## src/rtl/tow_pkg.sv

```systemverilog
// Shared types and constants for the tug-of-war computer opponent.
// The LFSR taps are fixed for the 10-bit polynomial x^10 + x^7 + 1.
package tow_pkg;

  typedef enum logic [1:0] {WAIT, FIRE, HOLD, COOL} cpu_state_t;

  localparam int             LFSR_LEN  = 10;
  localparam logic [9:0]     LFSR_SEED = 10'h001;
  localparam int             TAP_HI    = 9;
  localparam int             TAP_LO    = 6;

  // Counter width for a count of n: $clog2(n), never narrower than one bit.
  function automatic int cnt_w(input int n);
    return (n <= 1) ? 1 : $clog2(n);
  endfunction

  function automatic logic [LFSR_LEN-1:0] lfsr_next(input logic [LFSR_LEN-1:0] s);
    return {s[LFSR_LEN-2:0], s[TAP_HI] ^ s[TAP_LO]};
  endfunction

endpackage

```

## src/rtl/cpu_player_if.sv

```systemverilog
// Control and key-emulation signals between the game logic and the
// computer opponent.
interface cpu_player_if #(
  parameter int DIFF_W = 9
);
  logic              enable;
  logic              clear;
  logic [DIFF_W-1:0] difficulty;
  logic              press;
  logic              key_n;
  logic              busy;

  modport master (output enable, clear, difficulty, input press, key_n, busy);
  modport slave  (input enable, clear, difficulty, output press, key_n, busy);
endinterface

```

## src/rtl/cpu_player_lfsr10.sv

```systemverilog
// 10-bit Fibonacci LFSR that advances on step and self-heals from the
// all-zero lock-up state.
module lfsr10
  import tow_pkg::*;
(
  input  logic                clk,
  input  logic                reset_n,
  input  logic                step,
  output logic [LFSR_LEN-1:0] q
);

  logic [LFSR_LEN-1:0] lfsr_q, lfsr_d;

  always_comb begin
    lfsr_d = lfsr_q;
    if (lfsr_q == '0) begin
      lfsr_d = LFSR_SEED;
    end else if (step) begin
      lfsr_d = lfsr_next(lfsr_q);
    end
  end

  always_ff @(posedge clk or negedge reset_n) begin
    if (!reset_n) lfsr_q <= LFSR_SEED;
    else          lfsr_q <= lfsr_d;
  end

  assign q = lfsr_q;

endmodule

```

## src/rtl/cpu_player.sv

```systemverilog
// Computer opponent: on each decision tick compares the LFSR against the
// difficulty and, on a hit, emits a press pulse plus an emulated key hold.
module cpu_player
  import tow_pkg::*;
#(
  parameter int TICK_DIV   = 50_000_000 / 16,
  parameter int HOLD_CYC   = 1_000_000,
  parameter int COOL_TICKS = 1,
  parameter int LFSR_W     = 10,
  parameter int DIFF_W     = 9
) (
  input  logic         clk,
  input  logic         reset_n,
  cpu_player_if.slave  bus
);

  localparam int TW = cnt_w(TICK_DIV);
  localparam int HW = cnt_w(HOLD_CYC);
  localparam int CW = cnt_w(COOL_TICKS);

  localparam logic [TW-1:0]     TICK_LAST = TW'(TICK_DIV - 1);
  localparam logic [HW-1:0]     HOLD_LAST = HW'((HOLD_CYC > 1) ? HOLD_CYC - 2 : 0);
  localparam logic [CW-1:0]     COOL_LAST = CW'((COOL_TICKS > 0) ? COOL_TICKS - 1 : 0);
  localparam logic [LFSR_W-1:0] DIFF_MASK = LFSR_W'((1 << DIFF_W) - 1);

  cpu_state_t        state_q, state_d;
  logic [TW-1:0]     tick_cnt_q, tick_cnt_d;
  logic [HW-1:0]     hold_cnt_q, hold_cnt_d;
  logic [CW-1:0]     cool_cnt_q, cool_cnt_d;
  logic              press_q, press_d;
  logic              key_n_q, key_n_d;
  logic              busy_q, busy_d;

  logic              run;
  logic              tick;
  logic              hit;
  logic              lfsr_step;
  logic [LFSR_W-1:0] lfsr_q;

  lfsr10 u_lfsr (
    .clk     (clk),
    .reset_n (reset_n),
    .step    (lfsr_step),
    .q       (lfsr_q)
  );

  // NOTE: every variable gets a default at the top of the block, so no
  // path through the case/if tree can leave one unassigned and infer a latch.
  always_comb begin
    // The tick counter also runs while a press sequence is in flight, so
    // dropping enable mid-press still lets COOL finish.
    run        = bus.enable | (state_q != WAIT);
    tick       = run && (tick_cnt_q == TICK_LAST);
    hit        = tick && ((lfsr_q & DIFF_MASK) < LFSR_W'(bus.difficulty));
    lfsr_step  = tick && !bus.clear;

    tick_cnt_d = tick_cnt_q;
    if (run) tick_cnt_d = tick ? '0 : tick_cnt_q + TW'(1);

    state_d    = state_q;
    hold_cnt_d = hold_cnt_q;
    cool_cnt_d = cool_cnt_q;

    case (state_q)
      WAIT: begin
        if (hit && bus.enable) state_d = FIRE;
      end
      FIRE: begin
        hold_cnt_d = '0;
        if (HOLD_CYC > 1)        state_d = HOLD;
        else if (COOL_TICKS > 0) state_d = COOL;
        else                     state_d = WAIT;
      end
      HOLD: begin
        if (hold_cnt_q == HOLD_LAST) begin
          hold_cnt_d = '0;
          if (COOL_TICKS > 0) state_d = COOL;
          else                state_d = WAIT;
        end else begin
          hold_cnt_d = hold_cnt_q + HW'(1);
        end
      end
      COOL: begin
        // Hits landing here are deliberately dropped; only ticks are counted.
        if (tick) begin
          if (cool_cnt_q == COOL_LAST) begin
            cool_cnt_d = '0;
            state_d    = WAIT;
          end else begin
            cool_cnt_d = cool_cnt_q + CW'(1);
          end
        end
      end
      default: state_d = WAIT;
    endcase

    if (bus.clear) begin
      state_d    = WAIT;
      tick_cnt_d = '0;
      hold_cnt_d = '0;
      cool_cnt_d = '0;
    end

    // Outputs are decoded from the next state so they come straight off flops.
    press_d = (state_d == FIRE);
    key_n_d = !((state_d == FIRE) || (state_d == HOLD));
    busy_d  = (state_d != WAIT);
  end

  // NOTE: sequential state uses non-blocking assignments so every flop samples
  // the pre-edge values regardless of statement order.
  always_ff @(posedge clk or negedge reset_n) begin
    if (!reset_n) begin
      state_q    <= WAIT;
      tick_cnt_q <= '0;
      hold_cnt_q <= '0;
      cool_cnt_q <= '0;
      press_q    <= 1'b0;
      key_n_q    <= 1'b1;
      busy_q     <= 1'b0;
    end else begin
      state_q    <= state_d;
      tick_cnt_q <= tick_cnt_d;
      hold_cnt_q <= hold_cnt_d;
      cool_cnt_q <= cool_cnt_d;
      press_q    <= press_d;
      key_n_q    <= key_n_d;
      busy_q     <= busy_d;
    end
  end

  assign bus.press = press_q;
  assign bus.key_n = key_n_q;
  assign bus.busy  = busy_q;

endmodule

```

## src/flat_wrapper.sv

```systemverilog
// flat-port wrapper written by rule: the top's interface ports become plain ports
module cpu_player_flat import tow_pkg::*;
#(
  parameter int TICK_DIV   = 50_000_000 / 16,
  parameter int HOLD_CYC   = 1_000_000,
  parameter int COOL_TICKS = 1,
  parameter int LFSR_W     = 10,
  parameter int DIFF_W     = 9
)
  (clk, reset_n, bus_enable, bus_clear, bus_difficulty, bus_press, bus_key_n, bus_busy);
  cpu_player_if #(.DIFF_W(DIFF_W)) bus_i ();
  input  logic clk;
  input  logic reset_n;
  input wire logic [$bits(bus_i.enable)-1:0] bus_enable;
  input wire logic [$bits(bus_i.clear)-1:0] bus_clear;
  input wire logic [$bits(bus_i.difficulty)-1:0] bus_difficulty;
  output wire logic [$bits(bus_i.press)-1:0] bus_press;
  output wire logic [$bits(bus_i.key_n)-1:0] bus_key_n;
  output wire logic [$bits(bus_i.busy)-1:0] bus_busy;
  assign bus_i.enable = bus_enable;
  assign bus_i.clear = bus_clear;
  assign bus_i.difficulty = bus_difficulty;
  assign bus_press = bus_i.press;
  assign bus_key_n = bus_i.key_n;
  assign bus_busy = bus_i.busy;
  cpu_player #(.TICK_DIV(TICK_DIV), .HOLD_CYC(HOLD_CYC), .COOL_TICKS(COOL_TICKS), .LFSR_W(LFSR_W), .DIFF_W(DIFF_W)) u_core (.clk(clk), .reset_n(reset_n), .bus(bus_i));
endmodule
```

## config.mk

```make
export PLATFORM = sky130hd
export DESIGN_NAME = cpu_player_flat
export DESIGN_NICKNAME = d
export VERILOG_FILES = /design/src/rtl/tow_pkg.sv /design/src/rtl/cpu_player_if.sv /design/src/rtl/cpu_player_lfsr10.sv /design/src/rtl/cpu_player.sv /design/src/flat_wrapper.sv
export SDC_FILE = /design/constraint.sdc
export NUM_CORES = 1
export LEC_CHECK = 0
export CORE_AREA = 2 2 89 91
export DETAILED_ROUTE_END_ITERATION = 8
export DIE_AREA = 0 0 91 93
export PLACE_DENSITY = 0.72
export SLEW_MARGIN = 20
export SYNTH_ARGS = -nofsm -noshare
export SYNTH_HDL_FRONTEND = slang
export SYNTH_SLANG_ARGS = --single-unit
```

## constraint.sdc

```tcl
create_clock -name clk -period 2.5 [get_ports clk]
set_clock_uncertainty 0.1 [all_clocks]
set_input_delay 0.375 -clock clk [delete_from_list [all_inputs] [get_ports clk]]
set_output_delay 0.375 -clock clk [all_outputs]
set_load 0.01 [all_outputs]
```

Word level (Yosys, flattened, before mapping)
Index checks and enable logic that the tools add are counted.
- div/mod/pow operators: 0
- bitwise logic cells: 2
- shift operators: 0
- add/sub/neg operators: 3
- order comparisons: 1
- muxes and demuxes: 18
- equal/unequal tests: 7
- multipliers: 0
- reduce and logical (&&, ||, !) cells: 17
- operators with widths (cell ; number):
    $mux W22 ; 3
    $mux W20 ; 2
    $pmux W20 S2 ; 1
    $add A22 B1 Y22 const B ; 1
    $eq A22 B22 Y1 const B ; 1
    $add A20 B1 Y20 const B ; 1
    $eq A20 B20 Y1 const B ; 1
    $mux W10 ; 2
    $reduce_bool A2 Y1 ; 6
    $logic_not A10 Y1 ; 1
    $mux W2 ; 5
    $lt A9 B9 Y1 ; 1
    $pmux W2 S4 ; 1
    $eq A2 B2 Y1 const B ; 3
    $eq A2 B1 Y1 const B ; 2
    $logic_and A1 B1 Y1 ; 4
    $mux W1 ; 4
    $reduce_bool A3 Y1 ; 1
    $logic_not A1 Y1 ; 2
    $logic_not A2 Y1 ; 1
    $reduce_and A2 Y1 ; 1
    $add A1 B1 Y1 const B ; 1
    $logic_or A1 B1 Y1 ; 1
    $or A1 B1 Y1 ; 1
    $xor A1 B1 Y1 ; 1
- ROM bits: 0
- flip-flop bits (word level): 58
- memories: 0
- word-level logic and storage cells: 56
- output and inout bits: 3
- bits in writable memories: 0
- latch bits: 0
- bits of input ports: 13

Logic depth before layout (Yosys ltp)
Gate-level depths: netlist (run 1).
- word-level depth: 11
- gate-level depth with buffers: 9
- gate-level depth less buffers: 9

Cells and area by module
A second synthesis (run 1) with hierarchy kept.
- cells, all modules: 339
- area, all modules: 3230.6 um2
- modules (own cells, without submodules) (module ; cells an instance ; times used ; area each (um2) ; sequential area each (um2)):
    cpu_player ; 312 ; 1 ; 2824.0 ; 1177.4
    lfsr10 ; 27 ; 1 ; 406.6 ; 251.5

Worst setup path after synthesis (run 1)
Ideal clock, no wire load.
- path kind: register to register
- start point: register u_core.u_lfsr.lfsr_q[6] (netlist: u_core.u_lfsr.q[6])
- end point: register u_core.key_n_q (netlist: u_core.bus.key_n)
- arrival time: 1942 ps
- data required time: 2342 ps
- buffers on the path: 0
- library setup time: 58 ps
- cell stages (with the launch flop): 9
- period minus slack after synthesis: 2101 ps
- path slack: 399 ps
- path through: dfrtp_1 > ha_1 > a21oi_1 > o21ai_0 > a211o_1 > a311o_1 > a21o_1 > ha_1 > inv_1
- word-level cells in the longest chain between the ends: 9
- elaborated cells between the ends (all ways): 10
- classes of those cells: 1 x order compare; 2 x eq/ne; 3 x mux; 4 x reduce/logical
- RTL lines (element ; line ; text):
    start: declaration ; cpu_player_lfsr10.sv:12 ; logic [LFSR_LEN-1:0] lfsr_q, lfsr_d;
    start signal: assignment ; cpu_player_lfsr10.sv:25 ; else lfsr_q <= lfsr_d;
    $lt A9 B9 Y1 * ; cpu_player.sv:54 ; hit = tick && ((lfsr_q & DIFF_MASK) < LFSR_W'(bus.difficulty));
    $logic_and A1 B1 Y1 * ; cpu_player.sv:54 ;
    $logic_and A1 B1 Y1 * ; cpu_player.sv:66 ; if (hit && bus.enable) state_d = FIRE;
    $mux W2 * ; cpu_player.sv:66 ;
    $pmux W2 S4 * ; cpu_player.sv:64 ; case (state_q)
    $mux W2 * ; cpu_player.sv:97 ; if (bus.clear) begin
    $eq A2 B1 Y1 or $eq A2 B2 Y1 (tied branches) ; cpu_player.sv:106 ; key_n_d = !((state_d == FIRE) || (state_d == HOLD));
    $logic_or A1 B1 Y1 * ; cpu_player.sv:106 ;
    $logic_not A1 Y1 * ; cpu_player.sv:106 ;
    named net u_core.key_n_d ; cpu_player.sv:31 ; logic key_n_q, key_n_d;
    end signal: assignment ; cpu_player.sv:127 ; key_n_q <= key_n_d;
    end: declaration ; cpu_player.sv:31 ;
The timed path passes the listed nets; every way through them passes the cells marked *.
A chain may end at the register's enable or synchronous reset.

Worst setup path after layout (run 1)
- start point: input bus_difficulty[6]
- end point: register u_core.key_n_q (netlist: u_core.bus.key_n)
- word-level cells in the longest chain between the ends: 9
- elaborated cells between the ends (all ways): 10
- classes of those cells: 1 x order compare; 2 x eq/ne; 3 x mux; 4 x reduce/logical
- RTL lines (element ; line ; text):
    start: declaration ; flat_wrapper.sv:16 ; input wire logic [$bits(bus_i.difficulty)-1:0] bus_difficulty;
    $lt A9 B9 Y1 * ; cpu_player.sv:54 ;
    $logic_and A1 B1 Y1 * ; cpu_player.sv:54 ;
    $logic_and A1 B1 Y1 * ; cpu_player.sv:66 ;
    $mux W2 * ; cpu_player.sv:66 ;
    $pmux W2 S4 * ; cpu_player.sv:64 ;
    $mux W2 * ; cpu_player.sv:97 ;
    $eq A2 B1 Y1 or $eq A2 B2 Y1 (tied branches) ; cpu_player.sv:106 ;
    $logic_or A1 B1 Y1 * ; cpu_player.sv:106 ;
    $logic_not A1 Y1 * ; cpu_player.sv:106 ;
    named net u_core.key_n_d ; cpu_player.sv:31 ;
Marks and branches as above.

==> results of run 1 <==
[state kept, by name, summed over array words and instances, names as in the netlist]
register           flops
u_core.tick_cnt_q     22
u_core.hold_cnt_q     20
u_core.bus.busy        1
u_core.bus.press       1
u_core.state_q         2
u_core.u_lfsr.q       10
u_core.bus.key_n       1
[worst register-to-register path: cells and delay by family (launching register included)]
kind / cells / cell delay, ns
adders and majority gates: 2 / 0.59
AOI/OAI and AO/OA: 5 / 1.00
DFF: 1 / 0.44
buffers and inverters: 1 / 0.06
[metrics by stage]
| step | instances | setup slack (ns) | instance area, µm² | hold slack, ns | total power [µW] |
|---|---|---|---|---|---|
| final | 493 | 0.183 | 3860 | 0.385 | 2010 |
| after global routing | 493 | 0.107 | 3860 | 0.407 | 2090 |
| after CTS | 493 | 0.189 | 3860 | 0.391 | 2040 |
| after detailed placement | 476 | -0.165 | 3620 | 0.324 | 1050 |
| after global placement | 476 | -0.130 | 3620 | 0.318 | 1040 |
| after floorplan | 364 | 0.399 | 3320 | -0.0206 | 988 |
[cells in the final DEF, fill, tap and decap left out, drive strengths merged, types with 2 or more instances in the layout]
master         Yosys  layout
o21ai             20      20
mux2              10      10
buf                8      12
nor3               4       4
a31oi             30      30
bufinv             0       2
a21o               3       3
nand2b             3       3
clkbuf             8      11
inv               17      17
and4               6       6
nand2             36      36
nor2              24      24
a21boi             2       2
nor4               7       7
nand3             28      28
dfrtp             55      55
dfstp              2       2
a21oi             21      21
nor3b              3       3
ha                13      13
clkdlybuf4s50      0      14
and3              12      12
mux2i              4       4
a22o               2       2
and4b              2       2
nand3b             5       5
and2               3       3
xor2               8       8
nor2b              2       2
nand4             13      13
clkinv             0       2
[path summary, 6_finish.rpt]
path | startpoint | endpoint | depth (start not counted)
max | bus_difficulty[6] | u_core.bus.key_n | 10
min | u_core.tick_cnt_q[11] | u_core.tick_cnt_q[11] | 1
max reg2reg | u_core.u_lfsr.q[6] | u_core.bus.key_n | 8
min reg2reg | u_core.tick_cnt_q[11] | u_core.tick_cnt_q[11] | 1
max in group asynchronous | reset_n | u_core.bus.key_n | 3
min in group asynchronous | reset_n | u_core.u_lfsr.q[9] | 2
[power by group]
part           leakage (µW)  internal, µW  switching, µW
sequential         0.000788           926           3.48
combinational      0.000810          41.2           59.0
clock              0.000115           612            372
[layer usage]
metal  global-route usage  vias to the layer above  routed length, µm
met2                0.309                       42               3390
met1                0.239                     1361               3410
met5                    0                        -                  0
met4               0.0745                        0                108
met3               0.0363                       11                234
li1                     -                     1386                  -
[cell families (layout without fill, tap and decap cells)]
logic type	after synthesis	count (layout)	synth area share
simple gates	154	154	0.254
compound gates	84	84	0.151
flops	57	57	0.430
buf+inv	33	60	0.0452
mux	14	14	0.0471
fa+ha+maj	13	13	0.0489
xor+xnor	9	9	0.0237
[cell type report]
| class | instances | area [µm²] | area share |
|---|---|---|---|
| Clock buffer | 11 | 151 | 0.0392 |
| Clock inverter | 5 | 77.6 | 0.0201 |
| Inverter | 17 | 63.8 | 0.0165 |
| Multi-Input combinational cell | 274 | 1750 | 0.453 |
| Sequential cell | 57 | 1430 | 0.370 |
| Tap cell | 102 | 128 | 0.0331 |
| Timing Repair Buffer | 27 | 263 | 0.0680 |
[timing repair]
| action | 4_1_cts | 5_1_grt |
|---|---|---|
| hold endpoints to repair | 24 | 0 |
| setup buffers | 0 | 0 |
| hold buffers | 1 | 0 |
==> key figures, run 1 <==
Run status
  • Status: completed

Min path
  • Min-delay worst type: reg -> reg

Power and ir drop
  • Max IR drop VDD: 0.258 mV
  • Leakage: 0.00171 µW
  • PD cells: 521 nW/µm²

Yosys
  • Number of library cell types mapped by synthesis: 53
  • Warnings from Yosys: 0
  • Share of Yosys cell area claimed by the top area cell type: 0.414
  • Synth async-reset ratio: 1.00
  • Cells after Synth: 364
  • Number of synthesized flops with an enable pin: 0
  • Synthesized Nets: just under 400
  • Ys flop type: dfrtp_1
  • Synth top area cells: dfrtp_1, a31oi_1, ha_1
  • Seq/Total Area, Yosys: 0.430
  • Top cells by count, synth: dfrtp_1, nand2_1, a31oi_1, nand3_1, nor2_1
  • Yosys reg bits: 57
  • Yosys top cell by area: dfrtp_1
  • Top-count cell post-synth: dfrtp_1
  • Mean Syn Cell Area: ~9.1 µm²
  • Cell Area, Synth: 3320 µm²

Worst setup path
  • Critical path's top delay family: compound AO/OA/AOI/OAI gates
  • Worst path slowest cell: clkdlybuf4s50_1
  • Setup Crit Path Kind: in -> reg
  • Worst Path Buf+Inv: 3
  • Crit-path max FO: 2
  • Setup slack, reg-to-reg: 0.27 ns
  • Critical path endpoint category: flop
  • CP Cell Sequence: clkdlybuf4s50_1 > inv_1 > ha_1 > a21oi_1 > o21ai_0 > a211o_1 > a311o_1 > a21o_1 > ha_1 > inv_1
  • Critical path required time: between 2 and 3 ns
  • Startpoint types: input pin
  • Critical Path AT: 2.50 ns
  • Crit path largest cell delay: between 0.4 and 0.5 ns

Clocking
  • Post-CTS Resized: 0
  • Clock sinks: 57
  • H-tree depth reported by CTS: 3
  • Clock Latency Late Sink: 0.34 ns
  • CTS Buffer Depth: 2
  • CTS tree: built
  • CTS root buf: clkbuf_8
  • CTS clk-pin slew, worst paths: roughly 0.070 ns
  • Num CTS Buffers: 9

Cells and area
  • N_diodes: 0
  • Post-layout utilization of the core: 0.513
  • Area added between synthesis and finish: 16.2%
  • Final Net Count: 412
  • Share of cells above drive strength 1: 0.123
  • Fill count: approximately 710

Global routing
  • Gr usage total: 0.185
  • Number of global-route vias before repair: around 2,800
  • Initial antenna violation count: 0
  • GRT overflow: 0
  • Pin count of the biggest net entering global routing: 33
  • Global-route wire length before repair: 12,800 µm

Floorplan
  • I/O Pins: 16
  • Initial Util: 0.441
  • Die area: between 8000 and 9000 µm²
  • Die Width: 91 µm
  • Chip height: 93 µm
  • Core area: roughly 7500 µm²
  • Row count: 32

Routing
  • Antenna-violating nets left: 0
  • Routed len/inst: ~14 µm
  • Vias/cell: 5.68
  • DRC viols: 0
  • Total number of vias: 2,800
  • Final WL: between 7000 and 8000 µm
  • Initial drt markers: between 90 and 100
  • DR pass1 iterations: 4

STA
  • Max-slew violations: 0
  • Worst-margin pin slew: 0.665 ns
  • Final Setup Violations: 0
  • TNS Setup: 0 ns
  • Final Cycle Share: 0.927
  • RSZ-0062 raised after global routing: no
  • Worst slew margin: 0.553
  • Final hold viol count: 0
  • Fmax: approximately 0.43 GHz
  • Tmin final: about 2.3 ns

Place
  • Routability cong.: 0.816
  • DP Wirelength: around 5000 µm
  • IO Port Bufs: 15

Flow run
  • Max-cap viol count: 0
Power figures use the tool's default switching activity.
==> run 2, diff against run 1 <==
--- a/config.mk
+++ b/config.mk
@@ -5,10 +5,9 @@
 export SDC_FILE = /design/constraint.sdc
 export NUM_CORES = 1
 export LEC_CHECK = 0
-export CORE_AREA = 2 2 89 91
+export CORE_AREA = 2 2 94 87
 export DETAILED_ROUTE_END_ITERATION = 8
-export DIE_AREA = 0 0 91 93
-export PLACE_DENSITY = 0.72
+export DIE_AREA = 0 0 96 89
 export SLEW_MARGIN = 20
 export SYNTH_ARGS = -nofsm -noshare
 export SYNTH_HDL_FRONTEND = slang
==> run 2 against run 1 <==
Compared with the run above:
- die area increased by 0.96%
- clock-buffer cell count rose by 2
- flip-flop and latch count is the same
==> key figures, run 2 (synthesized netlist as in run 1, its figures left out) <==
Clocking
  • Setup bufs post-CTS: 0 (unchanged)
  • Post-CTS Resized: 0 (unchanged)
  • H-tree depth reported by CTS: 3 (unchanged)
  • Clock sinks: 57 (unchanged)
  • CTS Hold Bufs: 1 (unchanged)
  • CTS root buf: clkbuf_8
  • CTS Buffer Depth: 2 (unchanged)
  • Clock Latency Late Sink: 0.33 ns (about the same)
  • CTS tree: built
  • Num CTS Buffers: 9 (unchanged)
  • CTS clk-pin slew, worst paths: 0.06 ns (about the same)

Cells and area
  • Post-layout utilization of the core: 0.515 (+0.00177)
  • Share of cells above drive strength 1: 0.118 (-0.00512)
  • Most frequent cells in the layout: dfrtp_1, nand2_1, a31oi_1
  • Final Net Count: 412 (unchanged)
  • Max FFs per register: 22 (unchanged)
  • Fill count: 717 (+1.7%)
  • Biggest register: u_core.tick_cnt_q
  • Area added between synthesis and finish: 15.7%
  • Layout Cells excl Fill: 487 (-1.2%)
  • N_diodes: 0 (unchanged)
  • Most common cell after layout, fill and taps aside: dfrtp_1

Routing
  • Antenna-violating nets left: 0 (unchanged)
  • Total number of vias: 2,734 (-2.4%)
  • Initial drt markers: 144 (+58%)
  • DR pass1 iterations: 4 (unchanged)
  • Vias/cell: 5.61 (-1.2%)
  • Routed len/inst: 14.7 µm (+1.2%)
  • DRC viols: 0 (unchanged)
  • Final WL: 7140 µm (about the same)

Power and ir drop
  • Part of the power in registers: 0.472 (+0.011)
  • Max IR drop VDD: 0.247 mV (-4.6%)
  • Switching power share of the total: 0.211 (-0.00480)
  • Comb power frac: 0.050 (about the same)
  • Sw Pwr: 416 µW (-4.3%)
  • PD cells: 513 nW/µm² (-1.7%)
  • Internal power: 1550 µW (-1.5%)
  • Leakage: 0.00171 µW (-0.30%)
  • Clk pwr share: 0.478 (-0.011)

Flow run
  • Max-cap viol count: 0 (unchanged)

STA
  • Worst setup margin: 0.166 ns (-0.0166 ns)
  • Final hold viol count: 0 (unchanged)
  • Worst-margin pin slew: 0.550 ns (-0.115 ns)
  • Fmax: 0.428 GHz (-0.71%)
  • Tmin final: 2.33 ns (+0.0166 ns)
  • Final Setup Violations: 0 (unchanged)
  • Max-slew violations: 0 (unchanged)
  • RSZ-0062 raised after global routing: no
  • Final Cycle Share: 0.934 (+0.00662)
  • Worst slew margin: 0.630 (+0.0773)

Worst setup path
  • Setup slack, reg-to-reg: 0.25 ns (-0.02 ns)
  • Critical Path AT: 2.50 ns (about the same)
  • R2R cell count: 8 (unchanged)
  • Startpoint types: input pin
  • Critical path required time: 2.67 ns (about the same)
  • Critical path endpoint category: flop
  • Crit-path max FO: 2 (unchanged)
  • Crit path largest cell delay: 0.45 ns (about the same)
  • Reg2reg start: u_core.u_lfsr.q[6]
  • CP Cell Sequence: clkdlybuf4s50_1 > inv_1 > ha_1 > a21oi_1 > o21ai_0 > a211o_1 > a311o_1 > a21o_1 > ha_1 > inv_1
  • Critical path's top delay family: compound AO/OA/AOI/OAI gates
  • Worst path slowest cell: clkdlybuf4s50_1
  • RR Endpoint: u_core.bus.key_n
  • Setup Crit Path Kind: in -> reg
  • Worst Path Buf+Inv: 3 (unchanged)

Floorplan
  • I/O Pins: 16 (unchanged)
  • Core area: 7470 µm² (-0.76%)
  • Die Width: 96 µm (+5.5%)
  • Initial Util: 0.445 (+0.00340)
  • Die area: 8540 µm² (+0.96%)
  • Chip height: 89 µm (-4.3%)
  • Row count: 30 (-6.3%)

Global routing
  • Pin count of the biggest net entering global routing: 38 (+15%)
  • Initial antenna violation count: 0 (unchanged)
  • Gr usage total: 0.183 (-0.00280)
  • Global-route wire length before repair: 12,300 µm (-4.4%)
  • Number of global-route vias before repair: 2,557 (-7.5%)
  • GRT overflow: 0 (unchanged)

Place
  • IO Port Bufs: 15 (unchanged)
  • DP Wirelength: 4920 µm (-1.3%)
  • Cells after DPL: 470 (-1.3%)
  • Placement Setup Slack: -0.160 ns (+0.00567 ns)
  • Routability cong.: 0.825 (+1.1%)

Min path
  • Min-delay worst type: reg -> reg
  • WHS Path Cells: 1 (unchanged)
  • Worst Hold End: u_core.hold_cnt_q[19]
  • Hold Startpoint: u_core.hold_cnt_q[19]

Run status
  • Status: completed
## run 2: cell count changes in the layout (fill, tap and decap cells not counted), sizes merged
cell / previous run / this run
clkbuf: 11 / 13
clkinv: 2 / 1
clkinvlp: 1 / 0
## run 2: stage by stage
step,instance area [µm²],setup TNS (ns),total power (µW),hold WS [ns]
6_report,3840,0,1970,0.368
4_1_cts,3840,0,2000,0.369
3_3_place_gp,3620,-0.171,1050,0.278
2_1_floorplan,3320,0,988,-0.0206
5_1_grt,3840,0,2060,0.394
3_5_place_dp,3620,-0.297,1050,0.274
## run 2: final cells by class
type                    instances  area (µm²)  area share
well taps                      96         120      0.0312
clock inverters                 3        65.1      0.0169
multi-input cells             274        1760       0.457
clock buffers                  13         149      0.0387
flip-flops and latches         57        1430       0.372
inverters                      17        63.8      0.0166
repair buffers                 27         263      0.0683
## run 2: how the worst max path moves through the flow
stage	start	end	cells past startpoint
final	bus_difficulty[6]	u_core.bus.key_n	10
after floorplan	bus_difficulty[6]	u_core.bus.key_n	9
after global placement	bus_difficulty[6]	u_core.bus.key_n	10
after detailed placement	bus_difficulty[6]	u_core.bus.key_n	10
after global routing	bus_difficulty[6]	u_core.bus.key_n	10
after CTS	bus_difficulty[6]	u_core.bus.key_n	10
## run 2: power groups by stage
stage	logic [µW]	clock network (µW)	registers (µW)
finish	99.1	942	929
global placement	98.9	0	946
CTS	102	965	929
detailed placement	99.9	0	946
floorplan	42.5	0	946
global route	113	1020	929
## run 2: layer usage
layer / routed length, µm / GRT usage / share of wire / vias up
met5: 0 / 0 / 0 / -
met2: 3110 / 0.276 / 0.43 / 50
met3: 297 / 0.0556 / 0.042 / 4
met1: 3690 / 0.257 / 0.52 / 1294
li1: - / - / - / 1386
met4: 51 / 0.0455 / 0.0071 / 0
## run 2: worst register-to-register path, stage by stage, from the launching register on
cell	delay, ns
dfrtp_1	0.44
ha_1	0.32
a21oi_1	0.13
o21ai_0	0.09
a211o_1	0.27
a311o_1	0.33
a21o_1	0.18
ha_1	0.28
inv_1	0.05
